$ cat src/rtl/ahbl_pkg.sv
// Shared AHB-Lite encodings, arbiter FSM states and register-slave offsets
// used by the two-requester register master.
package ahbl_pkg;

  typedef enum logic [1:0] {
    HTRANS_IDLE   = 2'b00,
    HTRANS_BUSY   = 2'b01,
    HTRANS_NONSEQ = 2'b10,
    HTRANS_SEQ    = 2'b11
  } htrans_e;

  localparam logic [2:0] HSIZE_WORD = 3'b010;

  typedef enum logic [1:0] {
    ST_IDLE = 2'b00,
    ST_ADDR = 2'b01,
    ST_DATA = 2'b10,
    ST_RESP = 2'b11
  } arb_state_e;

  // Word offsets of the register slave; byte address is offset << 2.
  localparam logic [1:0] REG0 = 2'h0;
  localparam logic [1:0] REG1 = 2'h1;
  localparam logic [1:0] REG2 = 2'h2;

  typedef struct packed {
    logic        write;
    logic [31:0] addr;
    logic [31:0] wdata;
  } bus_req_t;

  function automatic logic [1:0] idx2oh(input logic idx);
    return idx ? 2'b10 : 2'b01;
  endfunction

endpackage

$ cat src/rtl/rr_arbiter2.sv
// Two-way arbiter: round-robin on ties by default, fixed priority to
// requester 0 when AHBL_ARB_FIXED_PRIORITY_EN is defined.
module rr_arbiter2
  import ahbl_pkg::*;
#(
  parameter logic RESET_LAST_GRANT = 1'b1
) (
  input  logic       clk,
  input  logic       rst_n,
  input  logic [1:0] req,
  input  logic       advance,
  output logic [1:0] grant,
  output logic       winner
);

`ifdef AHBL_ARB_FIXED_PRIORITY_EN
  always_comb begin
    winner = ~req[0];
    grant  = (req != 2'b00) ? idx2oh(winner) : 2'b00;
  end
`else
  logic last_q, last_d;

  always_comb begin
    unique case (req)
      2'b01:   winner = 1'b0;
      2'b10:   winner = 1'b1;
      2'b11:   winner = ~last_q;
      default: winner = 1'b0;
    endcase
    grant  = (req != 2'b00) ? idx2oh(winner) : 2'b00;
    last_d = (advance && (req != 2'b00)) ? winner : last_q;
  end

  always_ff @(posedge clk or negedge rst_n) begin
    if (!rst_n) last_q <= RESET_LAST_GRANT;
    else        last_q <= last_d;
  end
`endif

endmodule

$ cat src/rtl/ahbl_reg_master_arbiter.sv
// Two-requester AHB-Lite master issuing single non-pipelined word transfers.
// Optional AHBL_ARB_FIXED_PRIORITY_EN: fixed priority plus data-phase watchdog.
module ahbl_reg_master_arbiter
  import ahbl_pkg::*;
#(
  parameter int unsigned TIMEOUT_CYCLES   = 16,
  parameter logic        RESET_LAST_GRANT = 1'b1
) (
  input  logic        HCLK,
  input  logic        HRESETn,
  input  logic [1:0]  req_valid,
  input  logic [1:0]  req_write,
  input  logic [31:0] req_addr0,
  input  logic [31:0] req_addr1,
  input  logic [31:0] req_wdata0,
  input  logic [31:0] req_wdata1,
  output logic [1:0]  req_ready,
  output logic [1:0]  rsp_valid,
  output logic [31:0] rsp_rdata,
  output logic        rsp_err,
  output logic [31:0] HADDR,
  output logic [1:0]  HTRANS,
  output logic [2:0]  HSIZE,
  output logic        HWRITE,
  output logic [31:0] HWDATA,
  input  logic        HREADY,
  input  logic [31:0] HRDATA,
  output logic        busy
);

  arb_state_e  state_q, state_d;
  bus_req_t    req_q, req_d;
  logic        win_q, win_d;
  logic        first_q, first_d;
  logic [31:0] rdata_q, rdata_d;
  logic        advance, winner, timeout;
  logic [1:0]  grant;

  assign advance = (state_q == ST_IDLE) && (req_valid != 2'b00);

  rr_arbiter2 #(.RESET_LAST_GRANT(RESET_LAST_GRANT)) u_arb (
    .clk     (HCLK),
    .rst_n   (HRESETn),
    .req     (req_valid),
    .advance (advance),
    .grant   (grant),
    .winner  (winner)
  );

`ifdef AHBL_ARB_FIXED_PRIORITY_EN
  localparam int unsigned CNT_W = $clog2(TIMEOUT_CYCLES + 1);
  logic [CNT_W-1:0] cnt_q, cnt_d;
  logic             err_q, err_d;

  // The last permitted wait cycle ends the data phase instead of extending it.
  assign timeout = (state_q == ST_DATA) && !HREADY &&
                   (cnt_q == CNT_W'(TIMEOUT_CYCLES - 1));

  always_comb begin
    cnt_d = ((state_q == ST_DATA) && !HREADY) ? cnt_q + 1'b1 : '0;
    err_d = err_q;
    if (advance)      err_d = 1'b0;
    else if (timeout) err_d = 1'b1;
  end

  always_ff @(posedge HCLK or negedge HRESETn) begin
    if (!HRESETn) begin
      cnt_q <= '0;
      err_q <= 1'b0;
    end else begin
      cnt_q <= cnt_d;
      err_q <= err_d;
    end
  end

  assign rsp_err = err_q;
`else
  // No watchdog in this build; the parameter stays for a uniform interface.
  if (TIMEOUT_CYCLES == 0) begin : g_no_watchdog
  end
  assign timeout = 1'b0;
  assign rsp_err = 1'b0;
`endif

  // State register
  always_ff @(posedge HCLK or negedge HRESETn) begin
    if (!HRESETn) state_q <= ST_IDLE;
    else          state_q <= state_d;
  end

  // Next state
  always_comb begin
    state_d = state_q;
    unique case (state_q)
      ST_IDLE: if (advance) state_d = ST_ADDR;
      ST_ADDR: if (HREADY) state_d = ST_DATA;
      ST_DATA: if (HREADY || timeout) state_d = ST_RESP;
      ST_RESP: state_d = ST_IDLE;
      default: state_d = ST_IDLE;
    endcase
  end

  // Outputs
  always_comb begin
    HTRANS    = HTRANS_IDLE;
    HWRITE    = 1'b0;
    HWDATA    = '0;
    req_ready = 2'b00;
    rsp_valid = 2'b00;
    unique case (state_q)
      ST_ADDR: begin
        HTRANS = HTRANS_NONSEQ;
        HWRITE = req_q.write;
        if (first_q) req_ready = idx2oh(win_q);
      end
      ST_DATA: if (req_q.write) HWDATA = req_q.wdata;
      ST_RESP: rsp_valid = idx2oh(win_q);
      default: ;
    endcase
  end

  assign HADDR     = req_q.addr;
  assign HSIZE     = HSIZE_WORD;
  assign rsp_rdata = rdata_q;
  assign busy      = (state_q != ST_IDLE);

  // Request latch and read-data capture
  always_comb begin
    req_d   = req_q;
    win_d   = win_q;
    rdata_d = rdata_q;
    first_d = advance;
    if (advance) begin
      win_d       = winner;
      req_d.write = grant[1] ? req_write[1] : req_write[0];
      req_d.addr  = grant[1] ? req_addr1    : req_addr0;
      req_d.wdata = grant[1] ? req_wdata1   : req_wdata0;
    end
    if ((state_q == ST_DATA) && HREADY && !req_q.write) rdata_d = HRDATA;
    if (timeout) rdata_d = 32'hDEAD_BEEF;
  end

  always_ff @(posedge HCLK or negedge HRESETn) begin
    if (!HRESETn) begin
      req_q   <= '0;
      win_q   <= 1'b0;
      first_q <= 1'b0;
      rdata_q <= '0;
    end else begin
      req_q   <= req_d;
      win_q   <= win_d;
      first_q <= first_d;
      rdata_q <= rdata_d;
    end
  end

endmodule
$ cat config.mk
export PLATFORM = sky130hd
export DESIGN_NAME = ahbl_reg_master_arbiter
export DESIGN_NICKNAME = d
export VERILOG_FILES = /design/src/rtl/ahbl_pkg.sv /design/src/rtl/rr_arbiter2.sv /design/src/rtl/ahbl_reg_master_arbiter.sv
export SDC_FILE = /design/constraint.sdc
export NUM_CORES = 1
export LEC_CHECK = 0
export BUFFER_PORTS_ARGS = -buffer_cell sky130_fd_sc_hd__buf_4
export CAP_MARGIN = 20
export CORE_ASPECT_RATIO = 1.75
export CORE_MARGIN = 5
export CORE_UTILIZATION = 50
export CTS_CLUSTER_SIZE = 10
export DETAILED_ROUTE_END_ITERATION = 10
export HOLD_SLACK_MARGIN = 0.05
export PLACE_DENSITY = 0.87
export SYNTH_ARGS = -nofsm -noshare
export SYNTH_HDL_FRONTEND = slang
export SYNTH_SLANG_ARGS = --single-unit
$ cat constraint.sdc
create_clock -name HCLK -period 4.2 [get_ports HCLK]
set_input_delay 1.05 -clock HCLK [delete_from_list [all_inputs] [get_ports HCLK]]
set_output_delay 1.05 -clock HCLK [all_outputs]
set_load 0.01 [all_outputs]
# Word level (Yosys, flattened, before mapping)
# Index checks and enable logic that the tools add are counted.
# op_classes
reduce_logical	9
eq_ne	8
mux	18
n_bitwise	1
# ops
op	n
$mux 32	4
$mux 2	10
$eq 2x2->1 const B	4
$pmux 2 s4	1
$ne 2x2->1 const B	3
$logic_and 1x1->1	4
$reduce_bool 2->1	2
$reduce_and 3->1	1
$eq 2x1->1 const B	1
$logic_not 2->1	1
$mux 1	2
$pmux 1 s2	1
$logic_not 1->1	1
$not 1->1	1
# totals
reg_bits	102
inputBits	167

# Longest topological paths before layout
# Gate-level depths: netlist of run 1.
# logic_depth
word_depth	5
mapped_depth	8
mapped_depth_nobuf	6

# Hierarchy
# Synthesis of run 1 repeated with hierarchy kept, for this count alone.
# hier_totals
hier_cells	460
hier_area_um2	5163.7
# modules_own_cells
module	seq_area_each_um2	cells_per_inst	instances	area_per_inst_um2
ahbl_reg_master_arbiter	2527.4	453	1	5099.9
rr_arbiter2	26.3	7	1	63.8

# Worst setup path after synthesis of run 1
# OpenSTA, ideal clock, no wires.
# synth_path
path_kind	register to output
startpoint	register state_q[0]
endpoint	output port HWDATA[21]
setup_slack_ns	1.930
path_stages_with_launch	6
t_arrival_ns	1.220
path_buffers	2
t_required_ns	3.150
path_cell_list	dfrtp_1 inv_1 ha_1 buf_2 clkbuf_1 and3_1
# synth_between
elab_chain_cells	2
# synth_rtl
element	line	rtl
start: declaration	ahbl_reg_master_arbiter.sv:31	arb_state_e state_q, state_d;
start signal: assignment	ahbl_reg_master_arbiter.sv:88	else state_q <= state_d;
$eq 2x2->1	ahbl_reg_master_arbiter.sv:110	unique case (state_q)
$mux 32	ahbl_reg_master_arbiter.sv:110	
end: declaration	ahbl_reg_master_arbiter.sv:25	output logic [31:0] HWDATA,
# No other way between the ends.

# Final worst setup path of run 1
# layout_path
startpoint	register state_q[0]
endpoint	output port HWDATA[0]
# The elaborated chain is that of the path after synthesis.

==> metrics.yaml, run 1 <==
cp_max_fo: 18
area_growth_pct: 38.4
ctsHoldBuffers: 0
wl_per_cell_um: 19.0
cts_tree: "done"
syn-cell-area_um2: 5390
timing.critical_path.slowest_stage_cell: "ha_1"
row_count: 50
crit_chain: "inv_1, ha_1, buf_4, and3_1, buf_4"
switching_share: 0.399
post_cts.repair.setup_buffers: 0
grt_pass1_vias: 4921
setup_tns_ps: 0
r2r_setup_slack_ps: 1820
rr_startpoint: "state_q[0]"
yosysWarningCount: 0
slew_violations: 0
hold_class: "flop to flop"
internal_power_w: 0.00315
die_w_um: 88.5
clk_latency_ps: 350
max_stage_delay_ps: 480
dp.final_hpwl_um: 12700
fmax_mhz: 323
final_common_cell: "buf_4"
route.detailed.drc: 0
hold_viol: 0
clock_sinks: 102
antennaDiodeCount: 0
crit_type: "flop to output port"
dieArea_um2: 13000
io_buffers: 269
cap_viol_max_count: 0
place_ws_ps: 1440
gr-total-overflow: 0
cpMostUsedCell: "buf_4"
worst_setup_path_end_kind: "output port"
drive_gt1_frac: 0.537
placed_cell_area_um2: 7120
routabilityCongestion: 0.825
h-tree-depth: 3
wirelength_um: 16800
ant_nets: 0
antenna_found_initial: 0
pin_count: 275
status: "finished clean"
stdcell_area_um2: 7460
grt_util_all_layers: 0.251
switching_power_w: 0.00209
hold_ws_ps: 495
viasPerCell: 5.34
pwr-share-comb: 0.498
numCtsBuffers: 9
fin_nets: 920
power_w: 0.00524
final.period_utilization: 0.736
worst_slew_pin_slew_ps: 996
ys_seq_elements: 102
die_h_um: 147
grt_max_degree: 83
crit_arrival_ps: 2040
relSlewSlack: 0.336
ys_seq_area_frac: 0.474
drtIter0Drc: 187
min_to: "rsp_rdata[7]"
ir_worst_vdd_v: 0.000409
leakage_nw: 3.68
final-setup-viol-count: 0
yosysUniqueCellTypes: 28
synth_cells: 531
post_cts_resized: 0
critPathLaunchType: "flop"
reg2reg_to: "rsp_rdata[13]"
start_util: 0.507
fin_skew_ps: 8.69
cts_buffer_depth: 2
cp-startpoint: "state_q[0]"
first_pass_iters: 4
clk_pin_slew_worst_paths_ps: 70
p_clk_frac: 0.154
hold_depth: 1
seqPwrFrac: 0.348
coreArea_um2: 10600
clockRootBuffer: "clkbuf_16"
layout_common_cells: "276 x buf_4, 101 x dfrtp_1, 100 x a21oi_2"
crit_required_ps: 3150
grt_pass1_wl_um: 25100
synth.avg_cell_area_um2: 10.2
rsz0062_at_grt: "false"
vias: 4712
worstRegToRegCells: 5
power-per-cell-area_nw_per_um2: 703
setup_ws_ps: 1110
period_needed_ps: 3090
holdCritStartpoint: "rsp_rdata[7]"
## layer usage
metal	GRT usage	vias up	routed length, um
li1	-	2175	-
met1	0.268	2237	5670
met2	0.448	250	8900
met3	0.0602	50	1490
met4	0.123	0	755
met5	0	-	0
## worst max path at each step
stage            endpoint  slack (ps)  depth (start not counted)
2_1_floorplan  HWDATA[21]        1930                          5
3_3_place_gp     HADDR[0]        1460                          5
3_5_place_dp     HADDR[0]        1440                          5
4_1_cts         HWDATA[0]        1070                          5
5_1_grt         HWDATA[0]         910                          5
6_report        HWDATA[0]        1110                          5
## through the flow
stage | std cells | utilization
global placement | 865 | 0.670
global route | 883 | 0.701
floorplan | 534 | -
detailed placement | 865 | 0.670
finish | 883 | 0.701
CTS | 881 | 0.697
## sequential cells by signal (all words and copies together), names as in the netlist
| register | count |
|---|---|
| HADDR | 32 |
| first_q | 1 |
| req_q | 33 |
| rsp_rdata | 32 |
| state_q | 2 |
| u_arb.last_q | 1 |
| win_q | 1 |
## worst max-delay path: cells and delay by family, from the launching register on
family,cells,cell delay (ps)
and+or+nand+nor,1,210
buffers and inverters,3,600
DFF,1,400
adders and majority gates,1,480
## cells by family after synthesis
group | share of synthesized area
other | 0.00139
adders and majority gates | 0.0116
muxes | 0.0708
buffers and inverters | 0.101
AOI/OAI and AO/OA | 0.202
DFF | 0.474
and+or+nand+nor | 0.139
## cell usage after synthesis
| cell | number | area share |
|---|---|---|
| buf_6 | 1 | 0.0021 |
| inv_1 | 2 | 0.0014 |
| a21bo_2 | 1 | 0.0019 |
| a31oi_1 | 1 | 0.0012 |
| o21ai_2 | 1 | 0.0016 |
| nor2_1 | 68 | 0.047 |
| mux2_1 | 31 | 0.065 |
| mux2i_1 | 1 | 0.0019 |
| clkbuf_1 | 9 | 0.0063 |
| and3_1 | 33 | 0.038 |
| ha_1 | 5 | 0.012 |
| a21oi_2 | 100 | 0.16 |
| a21boi_2 | 1 | 0.0021 |
| nor2b_1 | 1 | 0.0012 |
| and2_1 | 2 | 0.0023 |
| o21ai_1 | 1 | 0.00093 |
| dfstp_2 | 1 | 0.0049 |
| buf_2 | 16 | 0.015 |
| inv_2 | 2 | 0.0014 |
| nand2_1 | 67 | 0.047 |
| buf_8 | 5 | 0.014 |
| buf_4 | 44 | 0.061 |
| mux2_2 | 2 | 0.0042 |
| nand3b_4 | 1 | 0.0037 |
| a21oi_1 | 31 | 0.029 |
| conb_1 | 2 | 0.0014 |
| dfrtp_1 | 101 | 0.47 |
| o32ai_2 | 1 | 0.0030 |
## power by group through the flow
stage	combinational, W	sequential, W	clock (W)
floorplan	0.00171	0.00178	0
global placement	0.00253	0.00180	0
detailed placement	0.00261	0.00184	0
CTS	0.00262	0.00182	0.000831
global route	0.00286	0.00187	0.000857
finish	0.00261	0.00183	0.000807
## area by class of cell
| class | instances | area (um2) |
|---|---|---|
| Fill cell | 785 | 3180 |
| Timing Repair Buffer | 278 | 2120 |
| Inverter | 4 | 15.0 |
| Tap cell | 130 | 163 |
| Clock inverter | 7 | 65.1 |
| Multi-Input combinational cell | 353 | 2320 |
| Clock buffer | 9 | 225 |
| Sequential cell | 102 | 2550 |
No activity file was read; power rests on OpenSTA's default activity.
==> inputs of run 2 (changes only) <==
--- a/config.mk
+++ b/config.mk
@@ -9,11 +9,11 @@
 export CAP_MARGIN = 20
 export CORE_ASPECT_RATIO = 1.75
 export CORE_MARGIN = 5
-export CORE_UTILIZATION = 50
+export CORE_UTILIZATION = 46
 export CTS_CLUSTER_SIZE = 10
 export DETAILED_ROUTE_END_ITERATION = 10
 export HOLD_SLACK_MARGIN = 0.05
-export PLACE_DENSITY = 0.87
+export PLACE_DENSITY = 0.81
 export SYNTH_ARGS = -nofsm -noshare
 export SYNTH_HDL_FRONTEND = slang
 export SYNTH_SLANG_ARGS = --single-unit
==> constraint.sdc (replaced) <==
create_clock -name HCLK -period 3 [get_ports HCLK]
set_input_delay 0.75 -clock HCLK [delete_from_list [all_inputs] [get_ports HCLK]]
set_output_delay 0.75 -clock HCLK [all_outputs]
set_load 0.01 [all_outputs]
==> metrics.yaml, run 2 (synthesized netlist as in run 1, its figures left out) <==
status: "finished clean"
critPathLaunchType: "flop"
clk_pin_slew_worst_paths_ps: 70
worst_setup_path_end_kind: "output port"
grtUsageMet3: 0.0512
grt_max_degree: 67
numCtsBuffers: 9
crit_chain: "inv_1, ha_1, buf_4, and3_1, buf_4"
fin_skew_ps: 6.98
grt_pass1_wl_um: 25200
timing.critical_path.slowest_stage_cell: "dfrtp_1"
busiest_layer: "met2"
use_met1: 0.250
cpMostUsedCell: "buf_4"
grt_util_met2: 0.407
drive_gt1_frac: 0.537
switching_share: 0.394
drtIter0Drc: 133
clockRootBuffer: "clkbuf_16"
final.period_utilization: 0.795
h-tree-depth: 3
final-setup-viol-count: 0
worst_slew_pin_slew_ps: 587
vias: 4668
pin_count: 275
hold_ws_ps: 381
die_w_um: 91.8
leakage_nw: 3.69
first_pass_iters: 4
relSlewSlack: 0.608
routabilityCongestion: 0.809
largest_reg_flops: 33
ir_worst_vdd_v: 0.000507
ant_nets: 0
crit_arrival_ps: 1640
cts_tree: "done"
io_buffers: 269
period_needed_ps: 2390
area_growth_pct: 38.8
grt_util_all_layers: 0.226
coreArea_um2: 11500
start_util: 0.468
dieArea_um2: 14100
dp.final_hpwl_um: 12300
post_cts_resized: 0
row_count: 52
power-per-cell-area_nw_per_um2: 977
switching_power_w: 0.00288
clock_sinks: 102
p_clk_frac: 0.152
clk_latency_ps: 340
seqPwrFrac: 0.338
wirelength_um: 16000
antenna_found_initial: 0
regMostFlops: "req_q"
fin_nets: 921
rsz0062_at_grt: "false"
antennaDiodeCount: 0
ctsHoldBuffers: 0
post_cts.repair.setup_buffers: 0
hold_viol: 0
internal_power_w: 0.00443
cts_buffer_depth: 2
wl_per_cell_um: 18.0
crit_required_ps: 2250
die_h_um: 153
viasPerCell: 5.26
gr-total-overflow: 0
cap_viol_max_count: 0
hold_class: "primary input to asynchronous set/reset pin"
slew_violations: 0
grt_pass1_vias: 4835
crit_type: "flop to output port"
max_stage_delay_ps: 410
setup_tns_ps: 0
final_common_cell: "buf_4"
cp_max_fo: 14
crit_family: "buffers and inverters"
pwr-share-comb: 0.510
layout_common_cells: "275 x buf_4, 101 x dfrtp_1, 100 x a21oi_2"
route.detailed.drc: 0
path_buf_inv: 3
fmax_mhz: 419
==> run 2: cell count changes in the layout (fill, tap and decap cells not counted) <==
cell / previous run / this run
buf_4: 276 / 275
buf_12: 1 / 4
clkinv_4: 3 / 2
buf_16: 1 / 0
==> run 2: metal layers <==
| layer | share of wire | wire [um] |
|---|---|---|
| met1 | 0.36 | 5770 |
| met2 | 0.53 | 8460 |
| met3 | 0.075 | 1200 |
| met4 | 0.035 | 565 |
| met5 | 0 | 0 |
==> run 2: final timing paths <==
| check | from | end | cells past startpoint | slack [ps] |
|---|---|---|---|---|
| max in group asynchronous | HRESETn | u_arb.last_q | 2 | 1820 |
| setup / recovery | state_q[0] | HWDATA[28] | 5 | 610 |
| setup reg to reg | state_q[0] | HADDR[10] | 7 | 1000 |
| min in group HCLK | rsp_rdata[22] | rsp_rdata[22] | 1 | 490 |
| hold / removal | HRESETn | HADDR[6] | 1 | 380 |
| hold reg to reg | rsp_rdata[22] | rsp_rdata[22] | 1 | 490 |
==> run 2: layout make-up <==
| cell class | count | area [um2] |
|---|---|---|
| clock buffers | 9 | 225 |
| clock inverters | 6 | 56.3 |
| inverters | 4 | 15.0 |
| flip-flops and latches | 102 | 2550 |
| well taps | 135 | 169 |
| fillers | 910 | 4030 |
| repair buffers | 279 | 2140 |
| multi-input cells | 353 | 2320 |
==> run 2: power groups by stage <==
stage	clock (W)	combinational (W)	sequential (W)
6_report	0.00111	0.00373	0.00247
5_1_grt	0.00120	0.00406	0.00256
4_1_cts	0.00114	0.00378	0.00247
3_5_place_dp	0	0.00378	0.00250
3_3_place_gp	0	0.00365	0.00246
2_1_floorplan	0	0.00239	0.00250
==> run 2: worst reg2reg max path: stages, from the launching register on <==
cell,delay (ps)
dfrtp_1,410
inv_1,140
ha_1,300
o21ai_4,110
inv_2,450
buf_12,300
nor2_1,80
a21oi_1,140
==> run 2: per-stage QoR <==
step	area (um2)	power, W	instances	setup WS, ps	utilization
floorplan	5400	0.00489	534	1030	-
global placement	7200	0.00611	873	1050	0.625
detailed placement	7200	0.00627	873	954	0.625
CTS	7480	0.00740	888	600	0.650
global route	7480	0.00781	888	541	0.650
finish	7480	0.00731	888	614	0.650
